===== src/rtl/id_issue_scoreboard_pkg.sv =====
// Shared widths, ID-stage state encoding and decoded-payload field layout
// for the ID/EX issue scoreboard.
package id_issue_scoreboard_pkg;

  localparam int XLEN_DEF       = 64;
  localparam int REG_ADDR_W_DEF = 5;
  localparam int CNT_W_DEF      = 2;
  localparam int PAYLOAD_W_DEF  = 128;

  typedef enum logic [1:0] {
    RUN       = 2'd0,
    CTRL_WAIT = 2'd1,
    HALT      = 2'd2
  } issue_state_t;

  // Layout of the opaque payload; the scoreboard never looks inside it.
  localparam int PL_IMM_LSB     = 0;
  localparam int PL_IMM_W       = 64;
  localparam int PL_ALU_OP_LSB  = PL_IMM_LSB + PL_IMM_W;
  localparam int PL_ALU_OP_W    = 6;
  localparam int PL_SRC_SEL_LSB = PL_ALU_OP_LSB + PL_ALU_OP_W;
  localparam int PL_SRC_SEL_W   = 4;
  localparam int PL_MASK_LSB    = PL_SRC_SEL_LSB + PL_SRC_SEL_W;
  localparam int PL_MASK_W      = 8;

endpackage


===== src/rtl/id_pend_table.sv =====
// Per-register pending-write counters with one increment port, two decrement
// ports, two busy lookups and a saturation lookup. Register 0 is never counted.
module id_pend_table #(
  parameter int REG_ADDR_W = 5,
  parameter int CNT_W      = 2
) (
  input  logic                  clk,
  input  logic                  rst_n,
  input  logic                  inc_en,
  input  logic [REG_ADDR_W-1:0] inc_addr,
  input  logic                  dec_a_en,
  input  logic [REG_ADDR_W-1:0] dec_a_addr,
  input  logic                  dec_b_en,
  input  logic [REG_ADDR_W-1:0] dec_b_addr,
  input  logic [REG_ADDR_W-1:0] look_a_addr,
  input  logic [REG_ADDR_W-1:0] look_b_addr,
  input  logic [REG_ADDR_W-1:0] sat_addr,
  output logic                  look_a_busy,
  output logic                  look_b_busy,
  output logic                  sat_full
);

  localparam int NREG = 2**REG_ADDR_W;

  logic [NREG-1:0][CNT_W-1:0] cnt;

  genvar gi;
  generate
    for (gi = 0; gi < NREG; gi++) begin : g_reg
      if (gi == 0) begin : g_zero
        assign cnt[gi] = '0;
      end else begin : g_live
        logic [CNT_W-1:0] cnt_reg;
        logic [CNT_W-1:0] cnt_next;
        logic [CNT_W:0]   sum;
        logic [1:0]       dec;

        // Two decrements can land together (retire + flush of the slot);
        // anything that would go below zero is clamped.
        always_comb begin
          sum = {1'b0, cnt_reg}
              + {{CNT_W{1'b0}}, (inc_en && inc_addr == REG_ADDR_W'(gi))};
          dec = {1'b0, (dec_a_en && dec_a_addr == REG_ADDR_W'(gi))}
              + {1'b0, (dec_b_en && dec_b_addr == REG_ADDR_W'(gi))};
          cnt_next = '0;
          if (sum >= (CNT_W+1)'(dec)) begin
            cnt_next = CNT_W'(sum - (CNT_W+1)'(dec));
          end
        end

        always_ff @(posedge clk or negedge rst_n) begin
          if (!rst_n) begin
            cnt_reg <= '0;
          end else begin
            cnt_reg <= cnt_next;
          end
        end

        assign cnt[gi] = cnt_reg;
      end
    end
  endgenerate

  assign look_a_busy = (cnt[look_a_addr] != '0);
  assign look_b_busy = (cnt[look_b_addr] != '0);
  assign sat_full    = &cnt[sat_addr];

endmodule


===== src/rtl/id_issue_scoreboard.sv =====
// ID/EX issue slot: RAW/saturation hazard stalls from a pending-write table,
// control-flow wait, ebreak halt and valid/ready handshakes on both sides.
module id_issue_scoreboard
  import id_issue_scoreboard_pkg::*;
#(
  parameter int XLEN       = XLEN_DEF,
  parameter int REG_ADDR_W = REG_ADDR_W_DEF,
  parameter int CNT_W      = CNT_W_DEF,
  parameter int PAYLOAD_W  = PAYLOAD_W_DEF
) (
  input  logic                  clk,
  input  logic                  rst_n,
  input  logic                  in_valid,
  output logic                  in_ready,
  input  logic [XLEN-1:0]       in_pc,
  input  logic [REG_ADDR_W-1:0] in_rs1,
  input  logic [REG_ADDR_W-1:0] in_rs2,
  input  logic                  in_rs1_used,
  input  logic                  in_rs2_used,
  input  logic [REG_ADDR_W-1:0] in_rd,
  input  logic                  in_reg_wen,
  input  logic                  in_is_ctrl,
  input  logic                  in_is_ebreak,
  input  logic [PAYLOAD_W-1:0]  in_payload,
  input  logic                  wb_valid,
  input  logic [REG_ADDR_W-1:0] wb_waddr,
  input  logic                  ctrl_resolve,
  input  logic                  flush,
  output logic                  out_valid,
  input  logic                  out_ready,
  output logic [XLEN-1:0]       out_pc,
  output logic [REG_ADDR_W-1:0] out_rd,
  output logic                  out_reg_wen,
  output logic [PAYLOAD_W-1:0]  out_payload,
  output logic                  stall_raw,
  output logic                  halted
);

  issue_state_t state_reg, state_next;

  logic rs1_busy, rs2_busy, rd_full;
  logic hazard, sat, issue;

  id_pend_table #(
    .REG_ADDR_W (REG_ADDR_W),
    .CNT_W      (CNT_W)
  ) u_pend (
    .clk         (clk),
    .rst_n       (rst_n),
    .inc_en      (issue & in_reg_wen & (in_rd != '0)),
    .inc_addr    (in_rd),
    .dec_a_en    (wb_valid),
    .dec_a_addr  (wb_waddr),
    .dec_b_en    (flush & out_valid & out_reg_wen),
    .dec_b_addr  (out_rd),
    .look_a_addr (in_rs1),
    .look_b_addr (in_rs2),
    .sat_addr    (in_rd),
    .look_a_busy (rs1_busy),
    .look_b_busy (rs2_busy),
    .sat_full    (rd_full)
  );

  assign hazard = (in_rs1_used & (in_rs1 != '0) & rs1_busy)
                | (in_rs2_used & (in_rs2 != '0) & rs2_busy);
  assign sat    = in_reg_wen & (in_rd != '0) & rd_full;

  assign stall_raw = in_valid & (hazard | sat);
  assign in_ready  = (state_reg == RUN) & ~hazard & ~sat
                   & (~out_valid | out_ready) & ~flush;
  assign issue     = in_valid & in_ready;
  assign halted    = (state_reg == HALT);

  always_comb begin
    state_next = state_reg;
    case (state_reg)
      RUN: begin
        if (issue & in_is_ebreak) begin
          state_next = HALT;
        end else if (issue & in_is_ctrl) begin
          state_next = CTRL_WAIT;
        end
      end
      CTRL_WAIT: begin
        if (ctrl_resolve) begin
          state_next = RUN;
        end
      end
      HALT:    state_next = HALT;
      default: state_next = RUN;
    endcase
  end

  always_ff @(posedge clk or negedge rst_n) begin
    if (!rst_n) begin
      state_reg <= RUN;
    end else begin
      state_reg <= state_next;
    end
  end

  // Flush wins over everything; in_ready is already low in a flush cycle,
  // so it can never coincide with a fresh issue.
  always_ff @(posedge clk or negedge rst_n) begin
    if (!rst_n) begin
      out_valid   <= 1'b0;
      out_pc      <= '0;
      out_rd      <= '0;
      out_reg_wen <= 1'b0;
      out_payload <= '0;
    end else if (flush) begin
      out_valid <= 1'b0;
    end else if (issue) begin
      out_valid   <= 1'b1;
      out_pc      <= in_pc;
      out_rd      <= in_rd;
      out_reg_wen <= in_reg_wen;
      out_payload <= in_payload;
    end else if (out_valid & out_ready) begin
      out_valid <= 1'b0;
    end
  end

endmodule


===== config.mk =====
export PLATFORM = sky130hd
export DESIGN_NAME = id_issue_scoreboard
export DESIGN_NICKNAME = d
export VERILOG_FILES = /design/src/rtl/id_issue_scoreboard_pkg.sv /design/src/rtl/id_pend_table.sv /design/src/rtl/id_issue_scoreboard.sv
export SDC_FILE = /design/constraint.sdc
export NUM_CORES = 1
export LEC_CHECK = 0
export ABC_CLOCK_PERIOD_IN_PS = 3900
export BUFFER_PORTS_ARGS = -buffer_cell sky130_fd_sc_hd__buf_2
export CAP_MARGIN = 25
export CORE_MARGIN = 2
export CORE_UTILIZATION = 53
export CTS_BUF_LIST = sky130_fd_sc_hd__clkbuf_16
export CTS_CLUSTER_DIAMETER = 200
export DETAILED_ROUTE_END_ITERATION = 6
export PLACE_DENSITY_LB_ADDON = 0.25
export SLEW_MARGIN = 20
export SYNTH_ARGS = -nofsm -noshare
export SYNTH_HDL_FRONTEND = slang
export SYNTH_SLANG_ARGS = --single-unit
export TNS_END_PERCENT = 5

===== constraint.sdc =====
create_clock -name clk -period 3.9 [get_ports clk]
set_clock_uncertainty 0.05 [all_clocks]
set_input_delay 0.585 -clock clk [delete_from_list [all_inputs] [get_ports clk]]
set_output_delay 0.585 -clock clk [all_outputs]
set_load 0.005 [all_outputs]

==> results of run 1 <==
[layout make-up]
class                           instances  area (sq um)  share of cell area
Multi-Input combinational cell        899          7790               0.416
Tap cell                              378           473              0.0252
Clock buffer                           28           701              0.0374
Clock inverter                         21           214              0.0114
Timing Repair Buffer                  478          2610               0.139
Sequential cell                       263          6580               0.351
Inverter                              101           379              0.0202
[layer usage]
layer | track usage | up-vias | part of all wire
met1 | 0.348 | 5712 | 0.39
met3 | 0.0545 | 105 | 0.078
met2 | 0.483 | 564 | 0.49
met4 | 0.111 | 0 | 0.042
met5 | 0 | - | 0
li1 | - | 5442 | -
[cell families after synthesis]
logic type	share of synthesized area
buf+inv	0.0485
flops	0.436
simple gates	0.114
compound gates	0.0527
xor+xnor	0.00174
mux	0.203
fa+ha+maj	0.144
[stage by stage]
stage / power, W / instance area (sq um) / TNS, ns / util
floorplan: 0.00692 / 15100 / 0 / -
global placement: 0.00880 / 17800 / -0.0223 / 0.638
detailed placement: 0.00895 / 17800 / -0.718 / 0.638
CTS: 0.0117 / 18700 / 0 / 0.670
global route: 0.0122 / 18800 / 0 / 0.671
finish: 0.0116 / 18800 / 0 / 0.671
[worst max-delay path, delay by kind of cell (launching register included)]
kind                     cells  cell delay [ns]
multiplexers                 1             0.48
adder cells (fa/ha/maj)      2             0.72
buffers and inverters        2             0.38
AO/OA/AOI/OAI                2             0.21
flip-flops                   1             0.46
AND/OR/NAND/NOR              7             1.19
[worst max path at each step]
| stage | to | from | slack [ns] | cells after the start |
|---|---|---|---|---|
| 2_1_floorplan | u_pend.g_reg[1].g_live.cnt_reg[0] | in_rs1[1] | 0.24 | 15 |
| 3_3_place_gp | u_pend.g_reg[2].g_live.cnt_reg[0] | in_rd[0] | -0.01 | 14 |
| 3_5_place_dp | u_pend.g_reg[2].g_live.cnt_reg[0] | in_rd[0] | -0.12 | 13 |
| 4_1_cts | u_pend.g_reg[3].g_live.cnt_reg[1] | u_pend.g_reg[10].g_live.cnt_reg[1] | 0.25 | 13 |
| 5_1_grt | u_pend.g_reg[11].g_live.cnt_reg[1] | u_pend.g_reg[11].g_live.cnt_reg[1] | 0.06 | 14 |
| 6_report | u_pend.g_reg[11].g_live.cnt_reg[1] | u_pend.g_reg[14].g_live.cnt_reg[1] | 0.28 | 14 |
[cells in the final DEF, fill, tap and decap left out, drive strengths merged, types with 2 or more instances in the layout]
cell type	instances
dfrtp	263
nor2b	8
a311oi	2
o21ai	31
mux4	14
o211ai	4
nor4	11
mux2	202
nand2b	11
a211oi	6
a221oi	2
o2111ai	2
xnor2	3
a22oi	2
nor2	174
nand3	18
buf	478
fa	31
bufinv	3
a21oi	63
or3	4
clkinv	7
nand2	79
nor3	49
clkinvlp	4
clkbuf	28
nor4b	4
ha	124
a31oi	7
inv	108
mux2i	9
nand4	4
nand4b	5
nor3b	8
a2111oi	6
[power breakdown]
group	total (W)	switching, W	internal, W
registers	0.00481	0.000878	0.00393
logic	0.00412	0.00177	0.00235
clock network	0.00266	0.00114	0.00152
total	0.0116	0.00379	0.00780
[Yosys cell counts (9+ instances only)]
cell	instances
dfrtp_1	263
nor2_1	174
ha_1	124
inv_1	101
mux2_4	100
nand2_1	79
a21oi_1	63
mux2_1	57
nor3_1	49
mux2_2	45
fa_1	31
o21ai_0	31
nand3_1	18
buf_6	17
buf_2	15
clkbuf_1	14
mux4_2	14
nand2b_1	11
nor4_1	10
mux2i_1	9
[repair_timing]
item | CTS | global route
setup endpoints to repair | 0 | 10
hold buffers | 0 | 0
gates resized for setup | 0 | 5
==> metrics.md, run 1 <==
| Metric | Value |
|---|---|
| Status | `complete, no violations` |
| EDFF count, synth | `0` |
| Fmax | `0.277 GHz` |
| Routed Antenna Nets | `0` |
| Max FFs per register | `128` |
| Number of post-CTS setup repair buffers | `0` |
| TritonRoute pass-1 iters | `5` |
| # diodes | `0` |
| Clk_lat worst skew | `0.56 ns` |
| GPL Wtd Cong | `between 0.9 and 1` |
| Pin count of the biggest net entering global routing | `111` |
| Final hold vios | `0` |
| Sequential share of the synthesized area | `0.436` |
| WL/cell | `19.4 microns` |
| Core area | `27,900 sq um` |
| Fill count | `2,167` |
| Slew headroom | `0.456` |
| DR DRC count | `0` |
| Slowest stage delay, CP | `0.48 ns` |
| Largest fanout on the critical path | `32` |
| Crit share post-route | `0.927` |
| Async set-or-reset flop fraction in the synthesized netlist | `1.00` |
| Layout cells sized above 1 | `0.383` |
| Initial drt markers | `765` |
| Area delta synth->final | `24.3%` |
| Max Transition Viols Final | `0` |
| CTS Buf Count | `28` |
| Top cell type by total area after synthesis | `dfrtp_1` |
| Detailed Place HPWL | `around 32,000 microns` |
| Worst min path class | `in2async` |
| Post-layout nets | `2,150` |
| Yosys cell types | `54` |
| Max H-tree Level | `1` |
| Clock Sinks | `263` |
| Core Rows | `between 60 and 70` |
| Clock Pin Slew Worst Setup and Hold Paths | `0.07 ns` |
| Die width | `173 microns` |
| Cells after DPL | `2,119` |
| R2R Path End | `u_pend.g_reg[11].g_live.cnt_reg[1]` |
| CP endpoint kind | `register` |
| Initial antenna violation count | `0` |
| I/O pin total | `426` |
| Syn_nets | `1,693` |
| Via/cell ratio | `roughly 5.5` |
| Final setup violation count | `0` |
| Synth Instances | `1,314` |
| Final hold slack | `~0.036 ns` |
| Die Area | `29,800 sq um` |
| Die Ht | `between 150 and 200 microns` |
| Worst setup path category | `reg2reg` |
| Synth top area share | `0.436` |
| Post-Layout Cell Count | `~2,200` |
| Worst-Margin Slew | `0.817 ns` |
| Startpoint Class | `register` |
| Avg Synthesized Cell Area | `11.5 sq um` |
| Reg2Reg Depth | `14` |
| Critical R2R Launch | `u_pend.g_reg[14].g_live.cnt_reg[1]` |
| Top post-synthesis cells by area | `dfrtp_1, ha_1, mux2_4` |
| Vias | `approximately 12,000` |
| Pre-CTS WS | `-0.124 ns` |
| Total gr overflow | `0` |
| Slowest stage cell, crit path | `mux4_2` |
| Maximum VDD drop | `0.000437 V` |
| Leak Pwr | `9.67 nW` |
| Worst setup margin | `approximately 0.28 ns` |
| Reg2Reg Setup Slack | `0.28 ns` |
| Critical Path AT | `4.02 ns` |
| Seq cells post-synth | `around 260` |
| CP most frequent cell | `nor2_1` |
| WP data required | `approximately 4.3 ns` |
| Cells along the critical path | `nor2_1, a21oi_1, mux4_2, nor3b_1, nand4b_1, nand4_1, buf_12, buf_4, nor3_1, ha_1, fa_1, nor2_1, nand2_1, o21ai_0` |
| Total Routing Usage GR | `0.280` |
| First-pass GRT wire length | `66,300 microns` |
| Max Cap Violations | `0` |
| IO Port Bufs | `roughly 430` |
| Yosys warnings | `0` |
| Fin crit period | `3.62 ns` |
| Starting Density | `0.540` |
| Longest Clk Path Bufs | `3` |
| RSZ-0062 raised after global routing | `false` |
| Final wirelength | `~42,000 microns` |
| Post-synth top flop | `dfrtp_1` |
| Vias in the first global route | `around 12,000` |
| Mapped cell area | `15,100 sq um` |
| Root buffer cell | `clkbuf_16` |
| Power per cell area | `618 nW/um^2` |
| CTS tree | `yes` |
(Power assumes the default switching activity.)
==> run 2: changes to the inputs <==
- CORE_MARGIN: 2 -> unset
==> run 2 against run 1 <==
Sequential power hardly changed. Non-clock buffer count is 11 lower. Clock power hardly changed. Maximum frequency is 0.54% lower. Via count is 0.89% lower. Combinational power hardly changed. Worst hold slack worse by 0.014 ns. First-iteration DRC count is 12% higher. Core utilization is 0.21 points lower. Global-route usage is 0.36 points higher. Total power is 0.20% lower. Register-to-register slack worse by 0.02 ns. Largest cell class unchanged. Largest power group unchanged.
==> metrics.md, run 2 (same netlist as run 1, synthesis figures left out) <==
| Metric | Value |
|---|---|
| Resize count post-CTS | `0 (unchanged)` |
| Total gr overflow | `0 (unchanged)` |
| Startpoint Class | `register` |
| Crit share post-route | `0.932 (+0.00499)` |
| Critical R2R Launch | `u_pend.g_reg[11].g_live.cnt_reg[1]` |
| Leak Pwr | `9.62 nW (-0.46%)` |
| Largest fanout on the critical path | `17 (-47%)` |
| Final wirelength | `42,100 microns (+0.31%)` |
| Post-Layout Cell Count | `2,161 (-0.32%)` |
| CP most frequent cell | `nor2_1` |
| Clock Pin Slew Worst Setup and Hold Paths | `0.06 ns (about the same)` |
| Comb pwr share | `0.354 (about the same)` |
| Slowest stage cell, crit path | `fa_1` |
| Starting Density | `0.541 (+0.00148)` |
| WL/cell | `19.5 microns (+0.63%)` |
| Initial antenna violation count | `1 (+1)` |
| Longest Clk Path Bufs | `3 (unchanged)` |
| CTS Buf Count | `29 (+3.6%)` |
| CP endpoint kind | `register` |
| Die Ht | `171 microns (-1.2%)` |
| Area delta synth->final | `23.6%` |
| Layout cells sized above 1 | `0.378 (-0.00557)` |
| Post-layout nets | `2,140 (-0.47%)` |
| Max Transition Viols Final | `0 (unchanged)` |
| Worst-Margin Slew | `0.884 ns (+0.0676 ns)` |
| Fill count | `2,134 (-1.5%)` |
| First-pass GRT wire length | `63,400 microns (-4.4%)` |
| Cells after DPL | `2,108 (-0.52%)` |
| Reg2Reg Depth | `13 (-1)` |
| Number of post-CTS setup repair buffers | `0 (unchanged)` |
| Flop pwr share | `0.418 (+0.003)` |
| TritonRoute pass-1 iters | `5 (unchanged)` |
| GPL Wtd Cong | `0.976 (+4.3%)` |
| Vias | `11,700 (-0.89%)` |
| WP data required | `4.32 ns (+0.02 ns)` |
| IO Port Bufs | `425 (unchanged)` |
| Via/cell ratio | `5.42 (-0.57%)` |
| Reg2Reg Setup Slack | `0.27 ns (-0.02 ns)` |
| Total Routing Usage GR | `0.284 (+0.00358)` |
| Cells along the critical path | `nor2_1, a21oi_1, a2111oi_0, a211oi_1, nor4_4, nand4_1, buf_4, nor4_1, ha_1, fa_1, nor2_1, nand2_1, o21ai_0` |
| Status | `complete, no violations` |
| Commonest non-fill, non-tap cell in the layout | `buf_2` |
| Power share of the clock group | `0.228 (about the same)` |
| Detailed Place HPWL | `32,700 microns (+0.84%)` |
| Die Area | `29,100 sq um (-2.3%)` |
| Final setup TNS | `0 ns (unchanged)` |
| Slowest stage delay, CP | `0.47 ns (about the same)` |
| Root buffer cell | `clkbuf_16` |
| Slew headroom | `0.410 (-0.0451)` |
| Pin count of the biggest net entering global routing | `113 (+1.8%)` |
| Max H-tree Level | `1 (unchanged)` |
| Final hold vios | `0 (unchanged)` |
| CP top delay family | `simple AND/OR/NAND/NOR gates` |
| I/O pin total | `426 (unchanged)` |
| Core Rows | `61 (unchanged)` |
| Critical Path AT | `4.06 ns (+0.04 ns)` |
| Sw Pwr | `0.00381 W (+0.52%)` |
| Max Cap Violations | `0 (unchanged)` |
| Switching Share | `0.329 (+0.00235)` |
| Die width | `171 microns (-1.2%)` |
| Vias in the first global route | `11,800 (-3.4%)` |
| Fin crit period | `3.63 ns (+0.0195 ns)` |
| Clk_lat worst skew | `0.56 ns (about the same)` |
| Maximum VDD drop | `0.000410 V (-6.2%)` |
| Initial drt markers | `857 (+12%)` |
| RSZ-0062 raised after global routing | `false` |
| Fmax | `0.275 GHz (-0.54%)` |
| Final setup violation count | `0 (unchanged)` |
| Max FFs per register | `128 (unchanged)` |
| Commonest cells after routing, fill and taps aside | `buf_2, dfrtp_1, nor2_1, ha_1, inv_1` |
| CTS tree | `yes` |
| Footprint of the multi-input gates | `7770 sq um (-0.27%)` |
| Sequential cell area | `6580 sq um (unchanged)` |
| Worst min path class | `in2async` |
| R2R Path End | `u_pend.g_reg[2].g_live.cnt_reg[1]` |
| Core area | `27,900 sq um (-0.27%)` |
| Clock Sinks | `263 (unchanged)` |
| Routed Antenna Nets | `0 (unchanged)` |
| Worst setup path category | `reg2reg` |
| Power per cell area | `620 nW/um^2 (+0.39%)` |
| DR DRC count | `0 (unchanged)` |
| Pint | `0.00776 W (-0.54%)` |
| Bufs and invs on worst path | `1 (-1)` |
| Hold buffer count at cts | `0 (unchanged)` |
## run 2: changes by cell type in the layout (fill, tap and decap cells not counted), moves of 2 or more
cell / before / now
inv_1: 106 / 104
clkinvlp_4: 4 / 0
nor4_1: 8 / 10
buf_4: 47 / 36
clkinv_1: 2 / 5
clkinv_4: 0 / 2
clkinv_2: 4 / 9
nor4_2: 2 / 0
## run 2: layout make-up
cell class,instances,area share
antenna,1,0.000134
tap,378,0.0254
timing repair buffer,467,0.136
clock inverter,23,0.00973
inverter,101,0.0203
multi-input combinational,899,0.417
sequential,263,0.353
clock buffer,29,0.0389
## run 2: metal layers
metal  part of all wire  track usage  wire length (microns)  vias up
met5                  0            0                      0        -
met4              0.047        0.138                   1990        0
met3              0.068       0.0474                   2860      104
met2               0.48        0.472                  20400      502
met1               0.40        0.360                  16900     5671
li1                   -            -                      -     5441
## run 2: worst max path at each step
stage / startpoint / depth (start not counted) / end / slack (ns)
finish: u_pend.g_reg[11].g_live.cnt_reg[1] / 13 / u_pend.g_reg[2].g_live.cnt_reg[1] / 0.27
global route: u_pend.g_reg[11].g_live.cnt_reg[1] / 14 / u_pend.g_reg[26].g_live.cnt_reg[1] / 0.08
CTS: u_pend.g_reg[15].g_live.cnt_reg[1] / 12 / u_pend.g_reg[3].g_live.cnt_reg[0] / 0.29
detailed placement: in_rd[0] / 14 / u_pend.g_reg[3].g_live.cnt_reg[0] / -0.09
global placement: in_rd[0] / 14 / u_pend.g_reg[3].g_live.cnt_reg[0] / 0.04
floorplan: in_rs1[1] / 15 / u_pend.g_reg[1].g_live.cnt_reg[0] / 0.24
## run 2: power by group through the flow
stage	logic, W	registers [W]	clock network (W)
final	0.00410	0.00483	0.00263
after CTS	0.00413	0.00481	0.00267
after global placement	0.00401	0.00479	0
after detailed placement	0.00413	0.00480	0
after floorplan	0.00222	0.00470	0
after global routing	0.00443	0.00496	0.00280
## run 2: stage by stage
stage,total power [W],hold WS (ns),instance area (sq um),setup WS (ns),util
floorplan,0.00692,0.239,15100,0.245,-
global placement,0.00880,0.418,17700,0.0403,0.637
detailed placement,0.00894,0.425,17700,-0.0873,0.637
CTS,0.0116,0.0510,18600,0.289,0.669
global route,0.0122,0.0868,18600,0.0790,0.669
finish,0.0116,0.0224,18600,0.265,0.669
==> run 3: changes to the inputs <==
- CORE_ASPECT_RATIO: unset -> 1.4
==> run 3 against run 2 <==
Cell count up 1.2%. Maximum frequency about the same. Via count up 2.5%. Critical path depth down 3. Sequential power about the same. Worst hold slack worse by 0.018 ns. First-iteration DRC count down 23%. Non-clock buffer count up 37. Largest power group unchanged.
==> metrics.md, run 3 (same netlist as run 1, synthesis figures left out) <==
| Metric | Value |
|---|---|
| Worst min path class | `in2async` |
| CTS tree | `yes` |
| Core area | `27,800 sq um (about the same)` |
| Worst-Margin Slew | `0.787 ns (-0.0977 ns)` |
| Fmax | `0.275 GHz (about the same)` |
| Die Ht | `202 microns (+18%)` |
| Startpoint Class | `register` |
| Final setup TNS | `0 ns (unchanged)` |
| Die Area | `29,100 sq um (about the same)` |
| Core Rows | `72 (+18%)` |
| Final hold vios | `0 (unchanged)` |
| Die width | `145 microns (-15%)` |
| Hold buffer count at cts | `0 (unchanged)` |
| Commonest non-fill, non-tap cell in the layout | `buf_2` |
| Starting Density | `0.542 (about the same)` |
| Critical Path AT | `4.00 ns (-0.06 ns)` |
| Clock Sinks | `263 (unchanged)` |
| I/O pin total | `426 (unchanged)` |
| Maximum VDD drop | `0.000555 V (+35%)` |
| Commonest cells after routing, fill and taps aside | `buf_2, dfrtp_1, nor2_1, ha_1, inv_1` |
| Fin crit period | `3.64 ns (+0.00197 ns)` |
| Final setup violation count | `0 (unchanged)` |
| Clk_lat worst skew | `0.54 ns (-0.02 ns)` |
| Vias in the first global route | `12,500 (+5.6%)` |
| Total Routing Usage GR | `0.316 (+0.0319)` |
| Post-layout nets | `2,175 (+1.6%)` |
| Pre-CTS WS | `-0.113 ns (-0.0260 ns)` |
| Area delta synth->final | `25.2%` |
| Max H-tree Level | `1 (unchanged)` |
| Crit share post-route | `0.932 (about the same)` |
| Layout cells sized above 1 | `0.391 (+0.0133)` |
| Worst setup margin | `0.263 ns (-0.00197 ns)` |
| Final wirelength | `44,700 microns (+6.3%)` |
| Worst setup path category | `reg2reg` |
| DR DRC count | `0 (unchanged)` |
| IO Port Bufs | `425 (unchanged)` |
| Max Transition Viols Final | `0 (unchanged)` |
| Max FFs per register | `128 (unchanged)` |
| CTS Buf Count | `27 (-6.9%)` |
| Number of post-CTS setup repair buffers | `0 (unchanged)` |
| Pin count of the biggest net entering global routing | `97 (-14%)` |
| Power per cell area | `619 nW/um^2 (-0.20%)` |
| First-pass GRT wire length | `69,100 microns (+8.9%)` |
| Slew headroom | `0.476 (+0.0652)` |
| Status | `complete, no violations` |
| TritonRoute pass-1 iters | `5 (unchanged)` |
| Detailed Place HPWL | `35,700 microns (+9.1%)` |
| Fill count | `2,144 (+0.47%)` |
| Vias | `12,000 (+2.5%)` |
| WL/cell | `20.5 microns (+5.0%)` |
| Resize count post-CTS | `0 (unchanged)` |
| Longest Clk Path Bufs | `3 (unchanged)` |
| Largest fanout on the critical path | `96 (+79)` |
| Root buffer cell | `clkbuf_16` |
| Clock Pin Slew Worst Setup and Hold Paths | `0.07 ns (about the same)` |
| GPL Wtd Cong | `0.987 (+1.1%)` |
| Via/cell ratio | `5.49 (+1.3%)` |
| Total gr overflow | `0 (unchanged)` |
| WP data required | `4.26 ns (-0.06 ns)` |
| Initial antenna violation count | `3 (+2)` |
| Leak Pwr | `9.76 nW (+1.5%)` |
| Max Cap Violations | `0 (unchanged)` |
| Routed Antenna Nets | `0 (unchanged)` |
| Initial drt markers | `659 (-23%)` |
| CP endpoint kind | `register` |
## run 3: cell types whose count changed in the layout (fill, tap and decap cells not counted), moves of 2 or more
cell        previous run  this run
clkbuf_16             29        27
clkinv_4               2         5
inv_1                104       101
clkinv_1               5         7
clkinv_2               9         3
clkinvlp_4             0         4
buf_4                 36        74
## run 3: layout make-up
| cell class | instances | area [sq um] | share of cell area |
|---|---|---|---|
| Clock inverter | 22 | 205 | 0.0109 |
| Inverter | 101 | 379 | 0.0201 |
| Sequential cell | 263 | 6580 | 0.349 |
| Multi-Input combinational cell | 899 | 7780 | 0.412 |
| Clock buffer | 27 | 676 | 0.0358 |
| Timing Repair Buffer | 504 | 2790 | 0.148 |
| Antenna cell | 1 | 2.50 | 0.000133 |
| Tap cell | 370 | 463 | 0.0245 |
## run 3: final timing paths
check	startpoint	endpoint	slack, ns	cells past startpoint
setup reg to reg	u_pend.g_reg[12].g_live.cnt_reg[1]	out_payload[23]	0.26	10
hold reg to reg	out_pc[58]	out_pc[58]	0.44	1
min in group clk	ctrl_resolve	state_reg[0]	0.18	2
max in group asynchronous	rst_n	out_pc[19]	2.93	2
hold / removal	rst_n	out_payload[99]	0.004	1
setup / recovery	u_pend.g_reg[12].g_live.cnt_reg[1]	out_payload[23]	0.26	10
## run 3: where the power goes
group | internal (W) | total [W] | switching (W) | leakage (nW)
sequential | 0.00393 | 0.00486 | 0.000929 | 3.23
clock | 0.00147 | 0.00258 | 0.00111 | 0.419
combinational | 0.00235 | 0.00425 | 0.00189 | 6.12
total | 0.00776 | 0.0117 | 0.00393 | 9.76
## run 3: per-stage QoR
stage          cells  hold slack, ns  power, W  utilization  area, sq um
6_report        2187         0.00393    0.0117        0.678        18900
5_1_grt         2186          0.0669    0.0123        0.678        18900
4_1_cts         2186          0.0507    0.0117        0.678        18900
3_5_place_dp    2137           0.427   0.00911        0.646        18000
3_3_place_gp    2137           0.418   0.00895        0.646        18000
2_1_floorplan   1314           0.239   0.00692            -        15100
## run 3: routing by layer
metal / routed length [microns] / share of wire / GRT usage
met1: 17300 / 0.39 / 0.390
met2: 21900 / 0.49 / 0.520
met3: 3630 / 0.081 / 0.0781
met4: 1910 / 0.043 / 0.136
met5: 13 / 0.00029 / 0
## run 3: worst max-delay path, cell delays in order (launching register included)
cell and delay, ns:
dfrtp_1 0.48, nor2_1 0.08, mux4_2 0.48, a31o_2 0.26, a211oi_1 0.43, nor4_4 0.11, nand4_1 0.18, buf_12 0.21
buf_4 0.23, buf_12 0.51, mux2_2 0.42
